==> src/rtl/rc4_pkg.sv <==
// Shared types and constants for the RC4 PRGA/decrypt stage.
// The character helper defines the plaintext alphabet: lower-case letters and space.
package rc4_pkg;

   typedef enum logic [3:0] {
      ST_IDLE,
      ST_SET_I,
      ST_RD_SI,
      ST_LAT_SI,
      ST_RD_SJ,
      ST_LAT_SJ,
      ST_WR_SI,
      ST_WR_SJ,
      ST_RD_F,
      ST_LAT_F,
      ST_WR_DEC,
      ST_DONE,
      ST_FAIL
   } prga_state_e;

   localparam logic [7:0] CHAR_SPACE = 8'h20;
   localparam logic [7:0] CHAR_LO    = 8'h61;
   localparam logic [7:0] CHAR_HI    = 8'h7A;

   function automatic logic is_msg_char(input logic [7:0] c);
      return (c == CHAR_SPACE) || ((c >= CHAR_LO) && (c <= CHAR_HI));
   endfunction

endpackage

==> src/rtl/prga_decrypt_fsm_if.sv <==
// Bus bundle between the PRGA/decrypt FSM (master) and its S memory, ROM, RAM and controller (slave).
interface prga_decrypt_fsm_if #(
   parameter int MSG_AW = 5
);
   logic              start;
   logic [7:0]        s_address;
   logic [7:0]        s_data;
   logic              s_wren;
   logic [7:0]        s_q;
   logic [MSG_AW-1:0] rom_address;
   logic [7:0]        rom_q;
   logic [MSG_AW-1:0] dec_address;
   logic [7:0]        dec_data;
   logic              dec_wren;
   logic              busy;
   logic              done;
   logic              key_valid;
   logic              key_invalid;

   modport master (
      input  start, s_q, rom_q,
      output s_address, s_data, s_wren, rom_address, dec_address, dec_data, dec_wren,
             busy, done, key_valid, key_invalid
   );

   modport slave (
      output start, s_q, rom_q,
      input  s_address, s_data, s_wren, rom_address, dec_address, dec_data, dec_wren,
             busy, done, key_valid, key_invalid
   );
endinterface

==> src/rtl/rc4_char_check.sv <==
// Combinational plaintext check: high when the byte is 'a'..'z' or space.
module rc4_char_check
   import rc4_pkg::*;
(
   input  logic [7:0] char_in,
   output logic       char_valid
);

   assign char_valid = is_msg_char(char_in);

endmodule

==> src/rtl/prga_decrypt_fsm.sv <==
// RC4 PRGA and decrypt stage: permutes S, XORs keystream with the encrypted ROM,
// writes plaintext to RAM and reports whether every byte is in the message alphabet.
module prga_decrypt_fsm
   import rc4_pkg::*;
#(
   parameter int MSG_LEN     = 32,
   parameter int MSG_AW      = 5,
   parameter int EARLY_ABORT = 1
) (
   input  logic               CLOCK_50,
   input  logic               reset_n,
   prga_decrypt_fsm_if.master bus
);

   localparam logic [MSG_AW-1:0] K_LAST   = MSG_AW'(MSG_LEN - 1);
   localparam bit                ABORT_EN = (EARLY_ABORT != 0);

   prga_state_e       state_q, state_d;
   logic [7:0]        i_q, i_d;
   logic [7:0]        j_q, j_d;
   logic [7:0]        si_q, si_d;
   logic [7:0]        sj_q, sj_d;
   logic [7:0]        f_q, f_d;
   logic [MSG_AW-1:0] k_q, k_d;
   logic              bad_q, bad_d;

   logic              f_valid;

   logic [7:0]        s_address_c;
   logic [7:0]        s_data_c;
   logic              s_wren_c;
   logic [MSG_AW-1:0] rom_address_c;
   logic [MSG_AW-1:0] dec_address_c;
   logic [7:0]        dec_data_c;
   logic              dec_wren_c;

   rc4_char_check u_char_check (
      .char_in    (f_q),
      .char_valid (f_valid)
   );

   always_ff @(posedge CLOCK_50 or negedge reset_n) begin
      if (!reset_n) begin
         state_q <= ST_IDLE;
         i_q     <= '0;
         j_q     <= '0;
         si_q    <= '0;
         sj_q    <= '0;
         f_q     <= '0;
         k_q     <= '0;
         bad_q   <= 1'b0;
      end else begin
         state_q <= state_d;
         i_q     <= i_d;
         j_q     <= j_d;
         si_q    <= si_d;
         sj_q    <= sj_d;
         f_q     <= f_d;
         k_q     <= k_d;
         bad_q   <= bad_d;
      end
   end

   always_comb begin
      state_d       = state_q;
      i_d           = i_q;
      j_d           = j_q;
      si_d          = si_q;
      sj_d          = sj_q;
      f_d           = f_q;
      k_d           = k_q;
      bad_d         = bad_q;
      s_address_c   = '0;
      s_data_c      = '0;
      s_wren_c      = 1'b0;
      rom_address_c = '0;
      dec_address_c = '0;
      dec_data_c    = '0;
      dec_wren_c    = 1'b0;

      case (state_q)
         ST_IDLE, ST_DONE, ST_FAIL: begin
            if (bus.start) begin
               i_d     = '0;
               j_d     = '0;
               k_d     = '0;
               bad_d   = 1'b0;
               state_d = ST_SET_I;
            end
         end
         ST_SET_I: begin
            i_d     = i_q + 8'd1;
            state_d = ST_RD_SI;
         end
         ST_RD_SI: begin
            s_address_c = i_q;
            state_d     = ST_LAT_SI;
         end
         ST_LAT_SI: begin
            si_d    = bus.s_q;
            j_d     = j_q + bus.s_q;
            state_d = ST_RD_SJ;
         end
         ST_RD_SJ: begin
            s_address_c = j_q;
            state_d     = ST_LAT_SJ;
         end
         ST_LAT_SJ: begin
            sj_d    = bus.s_q;
            state_d = ST_WR_SI;
         end
         // Swap from the latched copies; when i==j the second write restores the same value.
         ST_WR_SI: begin
            s_address_c = i_q;
            s_data_c    = sj_q;
            s_wren_c    = 1'b1;
            state_d     = ST_WR_SJ;
         end
         ST_WR_SJ: begin
            s_address_c = j_q;
            s_data_c    = si_q;
            s_wren_c    = 1'b1;
            state_d     = ST_RD_F;
         end
         ST_RD_F: begin
            s_address_c   = si_q + sj_q;
            rom_address_c = k_q;
            state_d       = ST_LAT_F;
         end
         ST_LAT_F: begin
            f_d     = bus.s_q ^ bus.rom_q;
            state_d = ST_WR_DEC;
         end
         ST_WR_DEC: begin
            dec_address_c = k_q;
            dec_data_c    = f_q;
            dec_wren_c    = 1'b1;
            if (!f_valid) begin
               bad_d = 1'b1;
            end
            if (!f_valid && ABORT_EN) begin
               state_d = ST_FAIL;
            end else if (k_q == K_LAST) begin
               state_d = ST_DONE;
            end else begin
               k_d     = k_q + 1'b1;
               state_d = ST_SET_I;
            end
         end
         default: state_d = ST_IDLE;
      endcase
   end

   assign bus.s_address   = s_address_c;
   assign bus.s_data      = s_data_c;
   assign bus.s_wren      = s_wren_c;
   assign bus.rom_address = rom_address_c;
   assign bus.dec_address = dec_address_c;
   assign bus.dec_data    = dec_data_c;
   assign bus.dec_wren    = dec_wren_c;
   assign bus.busy        = (state_q != ST_IDLE) && (state_q != ST_DONE) && (state_q != ST_FAIL);
   assign bus.done        = (state_q == ST_DONE) || (state_q == ST_FAIL);
   assign bus.key_valid   = (state_q == ST_DONE) && !bad_q;
   assign bus.key_invalid = (state_q == ST_FAIL) || ((state_q == ST_DONE) && bad_q);

endmodule
==> src/flat_wrapper.sv <==
// flat-port wrapper written by rule: the top's interface ports become plain ports
module prga_decrypt_fsm_flat import rc4_pkg::*;
#(
   parameter int MSG_LEN     = 32,
   parameter int MSG_AW      = 5,
   parameter int EARLY_ABORT = 1
)
  (CLOCK_50, reset_n, bus_start, bus_s_q, bus_rom_q, bus_s_address, bus_s_data, bus_s_wren, bus_rom_address, bus_dec_address, bus_dec_data, bus_dec_wren, bus_busy, bus_done, bus_key_valid, bus_key_invalid);
  prga_decrypt_fsm_if #(.MSG_AW(MSG_AW)) bus_i ();
  input  logic CLOCK_50;
  input  logic reset_n;
  input wire logic [$bits(bus_i.start)-1:0] bus_start;
  input wire logic [$bits(bus_i.s_q)-1:0] bus_s_q;
  input wire logic [$bits(bus_i.rom_q)-1:0] bus_rom_q;
  output wire logic [$bits(bus_i.s_address)-1:0] bus_s_address;
  output wire logic [$bits(bus_i.s_data)-1:0] bus_s_data;
  output wire logic [$bits(bus_i.s_wren)-1:0] bus_s_wren;
  output wire logic [$bits(bus_i.rom_address)-1:0] bus_rom_address;
  output wire logic [$bits(bus_i.dec_address)-1:0] bus_dec_address;
  output wire logic [$bits(bus_i.dec_data)-1:0] bus_dec_data;
  output wire logic [$bits(bus_i.dec_wren)-1:0] bus_dec_wren;
  output wire logic [$bits(bus_i.busy)-1:0] bus_busy;
  output wire logic [$bits(bus_i.done)-1:0] bus_done;
  output wire logic [$bits(bus_i.key_valid)-1:0] bus_key_valid;
  output wire logic [$bits(bus_i.key_invalid)-1:0] bus_key_invalid;
  assign bus_i.start = bus_start;
  assign bus_i.s_q = bus_s_q;
  assign bus_i.rom_q = bus_rom_q;
  assign bus_s_address = bus_i.s_address;
  assign bus_s_data = bus_i.s_data;
  assign bus_s_wren = bus_i.s_wren;
  assign bus_rom_address = bus_i.rom_address;
  assign bus_dec_address = bus_i.dec_address;
  assign bus_dec_data = bus_i.dec_data;
  assign bus_dec_wren = bus_i.dec_wren;
  assign bus_busy = bus_i.busy;
  assign bus_done = bus_i.done;
  assign bus_key_valid = bus_i.key_valid;
  assign bus_key_invalid = bus_i.key_invalid;
  prga_decrypt_fsm #(.MSG_LEN(MSG_LEN), .MSG_AW(MSG_AW), .EARLY_ABORT(EARLY_ABORT)) u_core (.CLOCK_50(CLOCK_50), .reset_n(reset_n), .bus(bus_i));
endmodule
==> config.mk <==
export PLATFORM = sky130hd
export DESIGN_NAME = prga_decrypt_fsm_flat
export DESIGN_NICKNAME = d
export VERILOG_FILES = /design/src/rtl/rc4_pkg.sv /design/src/rtl/prga_decrypt_fsm_if.sv /design/src/rtl/rc4_char_check.sv /design/src/rtl/prga_decrypt_fsm.sv /design/src/flat_wrapper.sv
export SDC_FILE = /design/constraint.sdc
export NUM_CORES = 1
export LEC_CHECK = 0
export ABC_AREA = 1
export CELL_PAD_IN_SITES_DETAIL_PLACEMENT = 0
export CELL_PAD_IN_SITES_GLOBAL_PLACEMENT = 1
export CORE_ASPECT_RATIO = 0.5
export CORE_UTILIZATION = 28
export DETAILED_ROUTE_END_ITERATION = 12
export GPL_TIMING_DRIVEN = 0
export MAX_ROUTING_LAYER = met4
export PLACE_DENSITY = 0.69
export SYNTH_ARGS = -nofsm -noshare
export SYNTH_HDL_FRONTEND = slang
export SYNTH_SLANG_ARGS = --single-unit
==> constraint.sdc <==
create_clock -name CLOCK_50 -period 3.1 [get_ports CLOCK_50]
set_clock_uncertainty 0.15 [all_clocks]
set_input_delay 0.31 -clock CLOCK_50 [delete_from_list [all_inputs] [get_ports CLOCK_50]]
set_output_delay 0.31 -clock CLOCK_50 [all_outputs]
set_load 0.03 [all_outputs]
# After elaboration in Yosys (flattened, before gate mapping)
# Cells that the tools add are included.
[totals]
reg_bits = 50
inputBits = 19
out_inout_bits = 40
elab_cells = 78
[classes]
n_addsub = 4
n_lt_le_gt_ge = 2
n_eq_ne = 20
muxes = 21
n_bitwise = 1
reduce_logical = 22
[ops]
columns = ["cell", "count"]
rows = [
  ["$pmux W8 S2", 3],
  ["$pmux W4 S11", 1],
  ["$mux W5", 5],
  ["$pmux W8 S3", 1],
  ["$eq A4 B4 Y1 const B", 5],
  ["$add A8 B8 Y8", 2],
  ["$eq A4 B3 Y1 const B", 4],
  ["$mux W8", 2],
  ["$mux W4", 3],
  ["$pmux W5 S2", 1],
  ["$add A8 B1 Y8 const B", 1],
  ["$eq A4 B2 Y1 const B", 2],
  ["$eq A8 B6 Y1 const B", 1],
  ["$ge A8 B7 Y1 const B", 1],
  ["$le A8 B7 Y1 const B", 1],
  ["$ne A4 B4 Y1 const B", 2],
  ["$xor A8 B8 Y8", 1],
  ["$ne A2 B2 Y1 const B", 3],
  ["$reduce_bool A2 Y1", 3],
  ["$reduce_or A2 Y1", 3],
  ["$add A5 B1 Y5 const B", 1],
  ["$eq A5 B5 Y1 const B", 1],
  ["$logic_and A1 B1 Y1", 5],
  ["$eq A4 B1 Y1 const B", 1],
  ["11 further kinds", 17],
]

# Longest topological paths before layout
[logic_depth]
depth_word = 5
ltp_mapped = 11
depth_no_buf = 11

# Modules after synthesis
# From an unflattened synthesis, not the netlist that was laid out.
[unflattened]
cells_unflattened = 479
area_unflattened_um2 = 3432.0
[modules_own_cells]
columns = ["module", "n_inst", "cells_per_inst", "area_per_inst_um2", "seq_area_each_um2"]
rows = [
  ["prga_decrypt_fsm", 1, 461, 3353.2, 1251.2],
  ["rc4_char_check", 1, 18, 78.8, 0.0],
]

# Worst setup path after synthesis
# No wires, ideal clock.
[synth_path]
kind = "reg2out"
from = "register u_core.sj_q[0]"
to = "output bus_s_address[6]"
t_arrival_ps = 2004
t_required_ps = 2640
slack_ps = 636
stages_incl_launch_ff = 7
n_path_buf = 0
path_cell_list = "dfrtp_1 -> ha_1 -> fa_1 -> nand4_1 -> nand3_1 -> xor2_1 -> o21ai_0"
[synth_between]
elab_chain_cells = 2
[synth_rtl]
columns = ["item", "line", "rtl"]
rows = [
  ["from (decl)", "prga_decrypt_fsm.sv:22", "logic [7:0] sj_q, sj_d;"],
  ["from (signal assigned)", "prga_decrypt_fsm.sv:57", "sj_q <= sj_d;"],
  ["$add A8 B8 Y8", "prga_decrypt_fsm.sv:126", "s_address_c = si_q + sj_q;"],
  ["$pmux W8 S3", "prga_decrypt_fsm.sv:81", "case (state_q)"],
  ["to (decl)", "flat_wrapper.sv:15", "output wire logic [$bits(bus_i.s_address)-1:0] bus_s_address;"],
]
# Every way passes these cells.

# Worst setup path after layout
[layout_path]
from = "register u_core.state_q[1]"
to = "output bus_s_address[0]"
[layout_between]
elab_chain_cells = 3
word_cells_on_any_way = 8
cone_classes = "eq/ne: 5; mux: 1; reduce/logical: 2"
[layout_rtl]
columns = ["item", "line", "rtl"]
rows = [
  ["from (decl)", "prga_decrypt_fsm.sv:18", "prga_state_e state_q, state_d;"],
  ["from (signal assigned)", "prga_decrypt_fsm.sv:53", "state_q <= state_d;"],
  ["$eq A4 B3 Y1 or $eq A4 B2 Y1 (tied branches)", "prga_decrypt_fsm.sv:81", ""],
  ["$reduce_or A2 Y1 (no line)", "-", ""],
  ["$pmux W8 S3 *", "prga_decrypt_fsm.sv:81", ""],
]
# Mark *: on every way between the ends. The rest lies on a longest branch, timed or not.

==> qor.csv <==
metric;value;unit
status;finished clean;
yosys-top-cells-count;115 x nand2_1, 56 x inv_1, 50 x dfrtp_1;
r2r-end;u_core.sj_q[5];
ys.flop_type;dfrtp_1;
seqPwrFrac;0.311;
setup_tns;0;ns
clock_latency;0.29;ns
dpl-instance-area;4058;um2
cp-start-kind;register;
drv_slew;0;
fin_ws;0.1759;ns
power_frac_comb;0.537;
vdd_drop_max;0.0003014;V
drcViolationCount;0;
area_delta_synth_final;29.68;%
routed_wl;9306;um
core-area;11180;um2
yosysUniqueCellTypes;38;
antenna_cells;0;
die_h;78.34;um
cts_root_buffer;clkbuf_16;
dp_hpwl;7189;um
crit_arrival;2.46;ns
synth_area_leaders;dfrtp_1 38%, nand2_1 13%, ha_1 6.5%, inv_1 6.4%, o21ai_0 6.3%;
m1WireLength;4930;um
gp_congestion;0.8081;
final_cell_area;4232;um2
overflow;0;
cts_tree;done;
first_global_vias;2895;
yosysWarnings;0;
pre_cts_slack;0.2921;ns
place_inst;651;
grt_max_degree;34;
synth_area;3263;um2
start_util;0.2918;
grt_pass1_wl;15170;um
worst_hold_slack;0.3384;ns
holdCritPathClass;reg -> reg;
criticalPathCategory;reg -> out;
syn_nets;471;
via_per_inst;4.553;
cts.sink_count;50;
layout_min_cycle_time;2.924;ns
yosysTopAreaCell;dfrtp_1;
leakage;2.070;nW
cap_viol_max_count;0;
yosysSeqAreaShare;0.3834;
highest_layer;met4;
clk_path_buf_depth;2;
ioPinCount;59;
drt_iter0_drc;178;
antenna_found_initial;0;
wl_met3;315;um
numCtsBuffers;5;
syn_avg_cell_area;7.536;um2
ff2ff_path_depth;6;
wire_per_inst;14.10;um
final_cells;660;
drive_above_1_share;0.05389;
grt_setup_unrepaired;false;
hold_end;u_core.f_q[2];
setup_violations;0;
reg2reg_from;u_core.state_q[3];
power.total;3.805;mW
die_x;154.7;um
min-delay-start;u_core.f_q[2];
max_freq;0.3420;GHz
fin_util;0.3784;
yosys_register_bits;50;
port_buffers;58;
htree_levels;2;
switching_share;0.4763;
p_per_area;899.3;nW/um2
final_antenna_net_count;0;
worst_pin_slew;0.5497;ns
post_cts_buffers;0;
dr_wl_met2;3994;um
max-slew-margin-rel;0.6335;
synth-edff-count;0;
track_usage;0.1670;
async_flop_share;1.000;
cp-end-kind;output port;
p_switching;1.812;mW
min_period_over_period;0.9433;
nets;538;
hold_path_depth;2;
rows;27;
worstPathRequired;2.64;ns
finalHoldViolations;0;
p_int;1.993;mW
critPathMaxFanout;8;
vias;3005;
syn_inst;433;
die-area;12120;um2
drt_first_pass_iters;4;
regToRegSetupSlack;1.17;ns
synthMostInstantiatedCell;nand2_1;
p_clk_frac;0.151;
synth_top_area_share;0.3834;
path_clk_slew;0.07;ns
[metal layers]
metal | global-route usage | vias up
met5 | - | -
met4 | 0.02673 | 0
met3 | 0.02761 | 5
met2 | 0.2516 | 51
met1 | 0.2380 | 1396
li1 | - | 1553
[how the worst max path moves through the flow]
stage / cells after the start / from / slack [ns] / endpoint
after floorplan: 6 / u_core.sj_q[0] / 0.64 / bus_s_address[6]
after global placement: 1 / reset_n / -0.06 / u_core.k_q[0]
after detailed placement: 6 / u_core.state_q[1] / 0.29 / bus_s_address[5]
after CTS: 6 / u_core.sj_q[0] / 0.02 / bus_s_address[4]
after global routing: 6 / u_core.state_q[3] / 0.02 / bus_s_address[0]
final: 5 / u_core.state_q[1] / 0.18 / bus_s_address[0]
[area by class of cell]
class                   instances  area [um2]
plain buffers                   5       27.53
clock buffers                   6       138.9
clock inverters                 2       12.51
fillers                      1191        6950
inverters                      61       229.0
multi-input cells             317        1762
flip-flops and latches         50        1251
well taps                     159       198.9
repair buffers                 60       611.8
[critical path: stages, from the launching register on]
cell	delay, ns
dfrtp_1	0.46
nand2_1	0.22
nor2_2	0.36
inv_1	0.13
o21ai_0	0.27
clkdlybuf4s50_1	0.73
[power groups by stage]
stage / Sequential [mW] / Combinational, mW / Clock, mW
floorplan: 1.12 / 1.45 / 0
global placement: 1.20 / 2.03 / 0
detailed placement: 1.19 / 2.04 / 0
CTS: 1.18 / 2.06 / 0.592
global route: 1.23 / 2.31 / 0.613
finish: 1.19 / 2.04 / 0.575
[placed cells by master, fill, tap and decap left out, types with 2 or more instances in the layout]
cell type        netlist  routed
dfrtp_1               50      50
nand2_2                2       2
clkbuf_1               3       3
inv_1                 56      56
a21oi_1               10       9
fa_1                   2       2
clkbuf_16              0       5
dlymetal6s2s_1         0       3
nand3_1               26      26
nand4_1                4       4
nor2_1                44      43
buf_2                  1       2
o211ai_1               2       2
xor2_1                 8       8
a22o_1                 2       2
nor2_2                 1       2
clkdlybuf4s50_1        0      53
nand2_1              115     115
nor2_4                 2       2
a22oi_1                6       6
a31oi_1                4       4
ha_1                  17      17
o21ai_0               41      41
xnor2_1                9       9
inv_2                  5       5
a32o_1                 8       8
[state kept, by name, summed over array words and instances, names as in the netlist]
signal	flops
u_core.k_q	5
u_core.f_q	8
u_core.bad_q	1
u_core.state_q	4
u_core.si_q	8
u_core.sj_q	8
u_core.j_q	8
u_core.i_q	8
[what timing repair did]
action / in CTS / in global routing
hold buffers: 1 / 0
hold endpoints to repair: 17 / 0
resized for setup: 2 / 4
endpoints found under the setup margin: 2 / 6
pin swaps: 0 / 0
[kinds of logic (layout without fill, tap and decap cells)]
family / count (synthesis) / in the layout / synth area share
AOI/OAI and AO/OA: 80 / 80 / 0.1511
xor gates and xnor gates: 17 / 17 / 0.04563
muxes: 1 / 1 / 0.003068
adders and majority gates: 19 / 19 / 0.07745
DFF: 50 / 50 / 0.3834
and+or+nand+nor: 200 / 200 / 0.2607
buffers and inverters: 66 / 134 / 0.07860
No activity file was read; power rests on OpenSTA's default activity.
